[src/rtl/adder_wide_seq.sv]
// Multi-cycle wide adder: one (32*WORDS)-bit addition computed LSW->MSW
// through a single shared 32-bit carry-select adder, with valid/ready on both sides.

module adder_cs_32bit (
    input  logic [31:0] a_i,
    input  logic [31:0] b_i,
    input  logic        c_i,
    output logic [31:0] sum_o,
    output logic        c_o
);
    logic [16:0] lo_s;
    logic [16:0] hi0_s;
    logic [16:0] hi1_s;

    assign lo_s  = {1'b0, a_i[15:0]}  + {1'b0, b_i[15:0]}  + {16'd0, c_i};
    assign hi0_s = {1'b0, a_i[31:16]} + {1'b0, b_i[31:16]};
    assign hi1_s = {1'b0, a_i[31:16]} + {1'b0, b_i[31:16]} + 17'd1;

    // Upper half selected by the lower half's carry.
    always_comb begin
        sum_o[15:0] = lo_s[15:0];
        if (lo_s[16]) begin
            sum_o[31:16] = hi1_s[15:0];
            c_o          = hi1_s[16];
        end else begin
            sum_o[31:16] = hi0_s[15:0];
            c_o          = hi0_s[16];
        end
    end
endmodule

module adder_wide_seq #(
    parameter int WORDS = 4
) (
    input  logic                  clk,
    input  logic                  rst_n,
    input  logic                  inValid,
    output logic                  inReady,
    input  logic [32*WORDS-1:0]   inA,
    input  logic [32*WORDS-1:0]   inB,
    input  logic                  inCarry,
    output logic                  outValid,
    input  logic                  outReady,
    output logic [32*WORDS-1:0]   outSum,
    output logic                  outCarry,
    output logic                  busy
);
    localparam int W  = 32 * WORDS;
    localparam int IW = (WORDS > 1) ? $clog2(WORDS) : 1;
    localparam logic [IW-1:0] LAST_IDX = IW'(WORDS - 1);

    typedef enum logic [1:0] {
        IDLE = 2'd0,
        RUN  = 2'd1,
        DONE = 2'd2
    } state_t;

    state_t        state_q, state_d;
    logic [IW-1:0] idx_q, idx_d;
    logic          carry_q, carry_d;
    logic [W-1:0]  op_a_q, op_a_d;
    logic [W-1:0]  op_b_q, op_b_d;
    logic [W-1:0]  sum_q, sum_d;
    logic          out_carry_q, out_carry_d;
    logic          in_ready_q, out_valid_q, busy_q;

    logic [31:0]   add_a_s;
    logic [31:0]   add_b_s;
    logic [31:0]   add_sum_s;
    logic          add_c_s;

    assign add_a_s = op_a_q[32*int'(idx_q) +: 32];
    assign add_b_s = op_b_q[32*int'(idx_q) +: 32];

    adder_cs_32bit u_add (
        .a_i   (add_a_s),
        .b_i   (add_b_s),
        .c_i   (carry_q),
        .sum_o (add_sum_s),
        .c_o   (add_c_s)
    );

    // Next-state logic: capture in IDLE, one word per cycle in RUN, hold in DONE.
    always_comb begin
        state_d     = state_q;
        idx_d       = idx_q;
        carry_d     = carry_q;
        op_a_d      = op_a_q;
        op_b_d      = op_b_q;
        sum_d       = sum_q;
        out_carry_d = out_carry_q;
        case (state_q)
            IDLE: begin
                if (inValid) begin
                    op_a_d  = inA;
                    op_b_d  = inB;
                    carry_d = inCarry;
                    idx_d   = {IW{1'b0}};
                    state_d = RUN;
                end else begin
                    state_d = IDLE;
                end
            end
            RUN: begin
                sum_d[32*int'(idx_q) +: 32] = add_sum_s;
                carry_d = add_c_s;
                if (idx_q == LAST_IDX) begin
                    out_carry_d = add_c_s;
                    idx_d       = {IW{1'b0}};
                    state_d     = DONE;
                end else begin
                    idx_d = idx_q + {{(IW-1){1'b0}}, 1'b1};
                end
            end
            DONE: begin
                if (outReady) begin
                    state_d = IDLE;
                end else begin
                    state_d = DONE;
                end
            end
            default: begin
                state_d = IDLE;
            end
        endcase
    end

    // State, datapath and handshake output registers.
    always_ff @(posedge clk or negedge rst_n) begin
        if (!rst_n) begin
            state_q     <= IDLE;
            idx_q       <= {IW{1'b0}};
            carry_q     <= 1'b0;
            op_a_q      <= {W{1'b0}};
            op_b_q      <= {W{1'b0}};
            sum_q       <= {W{1'b0}};
            out_carry_q <= 1'b0;
            in_ready_q  <= 1'b1;
            out_valid_q <= 1'b0;
            busy_q      <= 1'b0;
        end else begin
            state_q     <= state_d;
            idx_q       <= idx_d;
            carry_q     <= carry_d;
            op_a_q      <= op_a_d;
            op_b_q      <= op_b_d;
            sum_q       <= sum_d;
            out_carry_q <= out_carry_d;
            in_ready_q  <= (state_d == IDLE);
            out_valid_q <= (state_d == DONE);
            busy_q      <= (state_d != IDLE);
        end
    end

    assign inReady  = in_ready_q;
    assign outValid = out_valid_q;
    assign busy     = busy_q;
    assign outSum   = sum_q;
    assign outCarry = out_carry_q;
endmodule

[config.mk]
export PLATFORM = sky130hd
export DESIGN_NAME = adder_wide_seq
export DESIGN_NICKNAME = d
export VERILOG_FILES = /design/src/rtl/adder_wide_seq.sv
export SDC_FILE = /design/constraint.sdc
export NUM_CORES = 1
export LEC_CHECK = 0
export ABC_AREA = 1
export CAP_MARGIN = 20
export CORE_AREA = 2 2 192 194
export CTS_CLUSTER_DIAMETER = 120
export DETAILED_ROUTE_END_ITERATION = 10
export DIE_AREA = 0 0 194 196
export GPL_TIMING_DRIVEN = 0
export PLACE_DENSITY_LB_ADDON = 0.12
export SKIP_CTS_REPAIR_TIMING = 1
export SYNTH_ARGS = -nofsm -noshare
export SYNTH_HDL_FRONTEND = slang
export SYNTH_HIERARCHICAL = 1
export SYNTH_SLANG_ARGS = --single-unit
[constraint.sdc]
create_clock -name clk -period 6.4 [get_ports clk]
set_input_delay 0.64 -clock clk [delete_from_list [all_inputs] [get_ports clk]]
set_output_delay 0.64 -clock clk [all_outputs]
set_load 0.02 [all_outputs]
# Word level (Yosys, flattened, before mapping)
# Index checks and enable logic that the tools add are counted.
dict set report totals {
  ff_bits 393
  in_bits 261
  output_inout_bits 132
  word_cells 44
}
dict set report classes {
  add_sub_neg 6
  eq_ne 5
  shift 4
  n_mux 12
  n_reduce_logical 7
}
# op n
set ops {}
lappend ops {{indexed part select 128 x 8 -> 32 bit} 2}
lappend ops {{bitwise mux 128 bit} 1}
lappend ops {{variable shift 32 x 33 -> 128 bit (first input constant)} 1}
lappend ops {{indexed part select 32 x 33 -> 128 bit} 1}
lappend ops {{adder 16 x 16 -> 17 bit} 2}
lappend ops {{negator 7 -> 33 bit} 1}
lappend ops {{adder 17 x 1 -> 17 bit} 1}
lappend ops {{adder 17 x 1 -> 17 bit (second input constant)} 1}
lappend ops {{2-to-1 mux 16 bit} 1}
lappend ops {{2-to-1 mux 2 bit} 4}
lappend ops {{equality test 2 bit (second input constant)} 3}
lappend ops {{case mux 2 bit (3 select lines)} 1}
lappend ops {{AND reduction 2 bit} 3}
lappend ops {{zero test 2 bit} 2}
lappend ops {{case mux 2 bit (2 select lines)} 1}
lappend ops {{nonzero test 2 bit} 2}
lappend ops {{2-to-1 mux 1 bit} 3}
lappend ops {{adder 2 x 1 -> 2 bit (second input constant)} 1}
lappend ops {{equality test 2 x 1 -> 1 bit (second input constant)} 1}
lappend ops {{inequality test 2 bit (second input constant)} 1}
lappend ops {{case mux 1 bit (2 select lines)} 1}

# Longest topological paths before layout
dict set report depth {
  word_depth 6
  depth_mapped 27
  depth_no_buf 24
}

# Hierarchy
# The synthesis kept the hierarchy.
# mod instances cells_per_inst area_each_um2 seq_area_each_um2
set modules_own_cells {}
lappend modules_own_cells {adder_wide_seq 1 2264 17744.5 9835.7}
lappend modules_own_cells {adder_cs_32bit 1 447 2456.1 0.0}

# Worst setup path after synthesis
# No wires, ideal clock.
dict set report synth_timing {
  kind {register to register}
  start {register idx_q[0]}
  end {register sum_q[122], in the netlist outSum[122]}
  setup_time_ps 66
  t_arrival_ps 3303
  t_required_ps 6334
  slack_ps 3032
  stages_incl_launch_ff 24
  period_less_slack_ps 3368
  path_cell_list {dfrtp_1 -> buf_2 -> inv_2 -> buf_2 -> clkbuf_1 -> o211ai_1 -> nand2_1 -> inv_1 -> fa_1 -> inv_1 -> fa_1 -> nand3_1 -> nand2_1 -> nand2_1 -> nand3_2 -> nand2_1 -> nand3_2 -> nand3_1 -> nor2_1 -> xor2_1 -> inv_1 -> nor3_1 -> nand2_1 -> nand2_1}
}
dict set report synth_via {
  elab_chain_len 6
}
# element line_no
set synth_lines {}
lappend synth_lines {{start, declared} 59} ;# logic [IW-1:0] idx_q, idx_d;
lappend synth_lines {{start signal, assigned} 132} ;# idx_q <= {IW{1'b0}};
lappend synth_lines {{start signal, assigned} 143} ;# idx_q <= idx_d;
lappend synth_lines {{indexed part select 128 x 8 -> 32 bit} 72} ;# assign add_a_s = op_a_q[32*int'(idx_q) +: 32];
lappend synth_lines {{net add_a_s[0]} 67} ;# logic [31:0] add_a_s;
lappend synth_lines {{adder 16 x 16 -> 17 bit} 15} ;# assign lo_s = {1'b0, a_i[15:0]} + {1'b0, b_i[15:0]} + {16'd0, c_i};
lappend synth_lines {{adder 17 x 1 -> 17 bit} 15}
lappend synth_lines {{2-to-1 mux 16 bit} 22} ;# if (lo_s[16]) begin
lappend synth_lines {{net add_sum_s[26]} 69} ;# logic [31:0] add_sum_s;
lappend synth_lines {{indexed part select 32 x 33 -> 128 bit} 105} ;# sum_d[32*int'(idx_q) +: 32] = add_sum_s;
lappend synth_lines {{bitwise mux 128 bit} 105}
lappend synth_lines {{end signal, assigned} 136} ;# sum_q <= {W{1'b0}};
lappend synth_lines {{end signal, assigned} 147} ;# sum_q <= sum_d;
lappend synth_lines {{end, declared} 63} ;# logic [W-1:0] sum_q, sum_d;
# The timed path passes the listed nets, and every way through them passes these cells.
# A chain may end at the register's enable or synchronous reset.

# Final worst setup path
dict set report layout_timing {
  start {register idx_q[1]}
  end {register sum_q[58], in the netlist outSum[58]}
}
dict set report layout_via {
  elab_chain_len 6
}
# element line_no
set layout_lines {}
lappend layout_lines {{indexed part select 128 x 8 -> 32 bit} 73} ;# assign add_b_s = op_b_q[32*int'(idx_q) +: 32];
lappend layout_lines {{net add_b_s[0]} 68} ;# logic [31:0] add_b_s;
lappend layout_lines {{adder 16 x 16 -> 17 bit} 15}
lappend layout_lines {{adder 17 x 1 -> 17 bit} 15}
lappend layout_lines {{2-to-1 mux 16 bit} 22}
lappend layout_lines {{net add_sum_s[26]} 69}
lappend layout_lines {{indexed part select 32 x 33 -> 128 bit} 105}
lappend layout_lines {{bitwise mux 128 bit} 105}
# The timed path passes the listed nets, and every way through them passes these cells.

==> summary by stage <==
Routing
The ratio of routed vias to standard cells is 5.34. The post-detailed-route DRC marker count is 0. The residual antenna-violating net count after detailed routing is 0. The wire length per cell is 17.9 µm. For this block, the routed nets add up to 65300 µm of wire. The routed layout has 19500 vias.

The first routing iteration left 1583 violations. The detailed-routing iteration count for the pre-antenna-repair pass is 6.

Placed design
Input and output buffers added on the ports amount to 392. At the end of routability-driven placement, the weighted congestion stood at 0.922. The wire-length estimate of the detail-placed layout is 50800 µm.

The placed instances occupy a cell area of 24800 µm².

Yosys
Synthesis inferred 393 register bits. After synthesis, the mean cell area works out to 7.45 µm². The number of warnings issued by yosys is 6.

The netlist uses 36 different library cells. The cell count after synthesis came out at 2711. The proportion of synthesized chip area in sequential cells is 48.7%. The synthesized net count is 3013. The synthesized cell area is 20200 µm².

Global route
The via count of the first global-routing pass is 18900. After global routing the overflow that remains totals 0. The number of antenna violations at the first check in global routing is 2. The maximum number of pins on one net before global-route repair is 122. Global routing used 34.3% of the available tracks. The first global-routing pass estimated 102000 µm of wire.

Finish
The area overhead of the layout relative to synthesis is 29.5%. The share of layout cells above drive strength 1 is 5.85%. The final layout contains 3452 nets. At the end of the flow the core is filled with cells to 72.5%. The area of all placed cells without fillers is 26200 µm².

Clocking
The worst-case clock buffer depth is 3. At the later pin of the worst-skew pair, clock insertion delay measures 0.57 ns. Buffers inserted during clock tree synthesis total 42. The CTS tree is built. The clock tree root buffer cell is sky130_fd_sc_hd__clkbuf_16. The clock drives 393 sinks.

The H-tree was split into 2 levels. Clock-pin slew was measured on the worst setup and hold paths at 0.06 ns.

Worst setup path
At the worst endpoint, the required time is 6.91 ns. The worst setup path is launched from a flip-flop. The critical-path maximum fanout is 10. The endpoint type of the worst setup path is a flip-flop. At the worst endpoint, the arrival time is 5.36 ns. The critical path is of the flip-flop to flip-flop type.

Status
The flow ran to the end, and the final reports show no timing, DRC or antenna violations.

STA
The final sum of negative setup slack is 0 ns. The number of setup violations in the final report is 0. The post-route clock skew is 0.0193 ns. The transition time at the pin with the least slew margin is 0.900 ns.

The share of the clock period used by the worst path after layout is 75.8%. Setup repair after global routing left no endpoint under its margin. Based on the critical path, the design can be clocked at up to 206 MHz. In this run the tightest slew margin relative to its limit is 40.0%. The clock period could shrink to 4.85 ns. The number of pins exceeding their max-slew limit in the final report came to 0.

The total count of hold-check failures in the final report was 0.

Floorplan
The initial core utilization is 56.0%. The height of the die is 196 µm. The placement row count is 70. The placeable core region is 36100 µm². The die area is 38000 µm². The overall die width is 194 µm.

The number of top-level design ports is 393.

Flow run
The max-cap violation count is 0.

Worst hold path
The worst min-delay path class is primary input to asynchronous set/reset pin.
## metrics by stage
stage	std cells	hold slack (ns)	worst slack [ns]
after floorplan	2711	0.344	3.03
after global placement	3571	0.460	-11.89
after detailed placement	3574	0.464	1.65
after CTS	3650	0.0648	1.61
after global routing	3652	0.0979	1.23
final	3652	0.0394	1.55
## flip-flops by register name, summed over array words and instances, names as in the netlist
register and count:
carry_q 1, outSum 128, inReady 1, op_a_q 128, op_b_q 128, outValid 1
busy 1, idx_q 2, state_q 2, outCarry 1
## metal layers
layer	GRT usage, %	routed length, µm	vias to the layer above
li1	-	-	9240
met1	46.3	27400	9240
met2	55.1	30000	866
met3	5.19	4930	144
met4	15.9	2980	0
met5	0	0	-
## synth_stat cells
| master | n | share of area, % |
|---|---|---|
| sky130_fd_sc_hd__inv_1 | 425 | 7.9 |
| sky130_fd_sc_hd__o211ai_1 | 64 | 2.4 |
| sky130_fd_sc_hd__nor2_4 | 4 | 0.22 |
| sky130_fd_sc_hd__o22ai_1 | 1 | 0.031 |
| sky130_fd_sc_hd__nand3b_1 | 1 | 0.037 |
| sky130_fd_sc_hd__o21ai_1 | 1 | 0.025 |
| sky130_fd_sc_hd__xnor2_1 | 6 | 0.26 |
| sky130_fd_sc_hd__fa_1 | 3 | 0.30 |
| sky130_fd_sc_hd__o21ai_0 | 326 | 8.1 |
| sky130_fd_sc_hd__buf_4 | 1 | 0.037 |
| sky130_fd_sc_hd__inv_2 | 11 | 0.20 |
| sky130_fd_sc_hd__ha_1 | 38 | 2.4 |
| sky130_fd_sc_hd__nand2_2 | 15 | 0.46 |
| sky130_fd_sc_hd__a21oi_2 | 3 | 0.13 |
| sky130_fd_sc_hd__a21o_1 | 2 | 0.074 |
| sky130_fd_sc_hd__and2_1 | 4 | 0.12 |
| sky130_fd_sc_hd__nand4_1 | 10 | 0.31 |
| sky130_fd_sc_hd__nor2_1 | 177 | 3.3 |
| sky130_fd_sc_hd__clkinv_1 | 1 | 0.019 |
| sky130_fd_sc_hd__a21boi_0 | 1 | 0.037 |
| sky130_fd_sc_hd__nor4_4 | 1 | 0.11 |
| sky130_fd_sc_hd__nor3_1 | 19 | 0.47 |
| sky130_fd_sc_hd__buf_1 | 4 | 0.074 |
| sky130_fd_sc_hd__clkbuf_1 | 67 | 1.2 |
| sky130_fd_sc_hd__buf_2 | 61 | 1.5 |
| sky130_fd_sc_hd__nand3_2 | 9 | 0.45 |
| sky130_fd_sc_hd__nand3_1 | 94 | 2.3 |
| sky130_fd_sc_hd__a21oi_1 | 20 | 0.50 |
| sky130_fd_sc_hd__dfrtp_1 | 392 | 49 |
| sky130_fd_sc_hd__o221ai_1 | 1 | 0.043 |
| sky130_fd_sc_hd__nand2_1 | 911 | 17 |
| sky130_fd_sc_hd__dfstp_2 | 1 | 0.13 |
| sky130_fd_sc_hd__a31oi_1 | 4 | 0.12 |
| sky130_fd_sc_hd__xor2_1 | 18 | 0.78 |
| sky130_fd_sc_hd__o21bai_1 | 4 | 0.15 |
| sky130_fd_sc_hd__nor2_2 | 11 | 0.34 |
## kinds of logic after synthesis
logic type | share of synthesized area (%)
buf+inv | 11.0
simple gates | 25.1
fa+ha+maj | 2.65
xor+xnor | 1.04
compound gates | 11.6
flops | 48.7
## area by class of cell
type                            count  area, µm²
Tap cell                          468        586
Fill cell                        2861       9920
Antenna cell                        2       5.00
Clock buffer                       65       1270
Multi-Input combinational cell   1748       8150
Clock inverter                     11       91.3
Inverter                          437       1640
Buffer                            133        579
Sequential cell                   393       9840
Timing Repair Buffer              395       4010
## worst max-delay path, stage by stage, from the launching register on
cell and delay [ns]:
sky130_fd_sc_hd__dfrtp_1 0.48, sky130_fd_sc_hd__clkbuf_1 0.71, sky130_fd_sc_hd__clkbuf_1 0.66, sky130_fd_sc_hd__o211ai_1 0.26, sky130_fd_sc_hd__nand2_1 0.12, sky130_fd_sc_hd__inv_1 0.06, sky130_fd_sc_hd__fa_1 0.38, sky130_fd_sc_hd__inv_1 0.10
sky130_fd_sc_hd__fa_1 0.20, sky130_fd_sc_hd__nand3_1 0.08, sky130_fd_sc_hd__nand2_1 0.14, sky130_fd_sc_hd__nand2_1 0.08, sky130_fd_sc_hd__nand3_2 0.14, sky130_fd_sc_hd__nand2_1 0.09, sky130_fd_sc_hd__nand3_2 0.19, sky130_fd_sc_hd__nand3_1 0.14
sky130_fd_sc_hd__nor2_1 0.14, sky130_fd_sc_hd__xor2_1 0.22, sky130_fd_sc_hd__inv_1 0.14, sky130_fd_sc_hd__nor3_1 0.25, sky130_fd_sc_hd__nand2_1 0.10, sky130_fd_sc_hd__nand2_1 0.08
## path summary, 6_finish.rpt
check / start / to / slack [ns] / cells past startpoint
max reg2reg: idx_q[1] / outSum[58] / 1.55 / 21
max in group asynchronous: rst_n / op_b_q[69] / 4.94 / 3
min: rst_n / op_a_q[22] / 0.04 / 1
min reg2reg: outSum[125] / outSum[125] / 0.48 / 2
max: idx_q[1] / outSum[58] / 1.55 / 21
min in group clk: outSum[125] / outSum[125] / 0.48 / 2
## cells in the final DEF (no fill, tap or decap), types with 61 or more instances in the layout
cell type                           n
sky130_fd_sc_hd__nand2_1          911
sky130_fd_sc_hd__clkdlybuf4s50_1  391
sky130_fd_sc_hd__nor2_1           177
sky130_fd_sc_hd__clkbuf_1          78
sky130_fd_sc_hd__o211ai_1          64
sky130_fd_sc_hd__inv_1            425
sky130_fd_sc_hd__nand3_1           94
sky130_fd_sc_hd__o21ai_0          326
sky130_fd_sc_hd__buf_2             61
sky130_fd_sc_hd__dfrtp_1          392
Power is left out: the tool's default activity adds up to more than one toggle a clock period on the data nets, which glitch-free logic cannot reach.
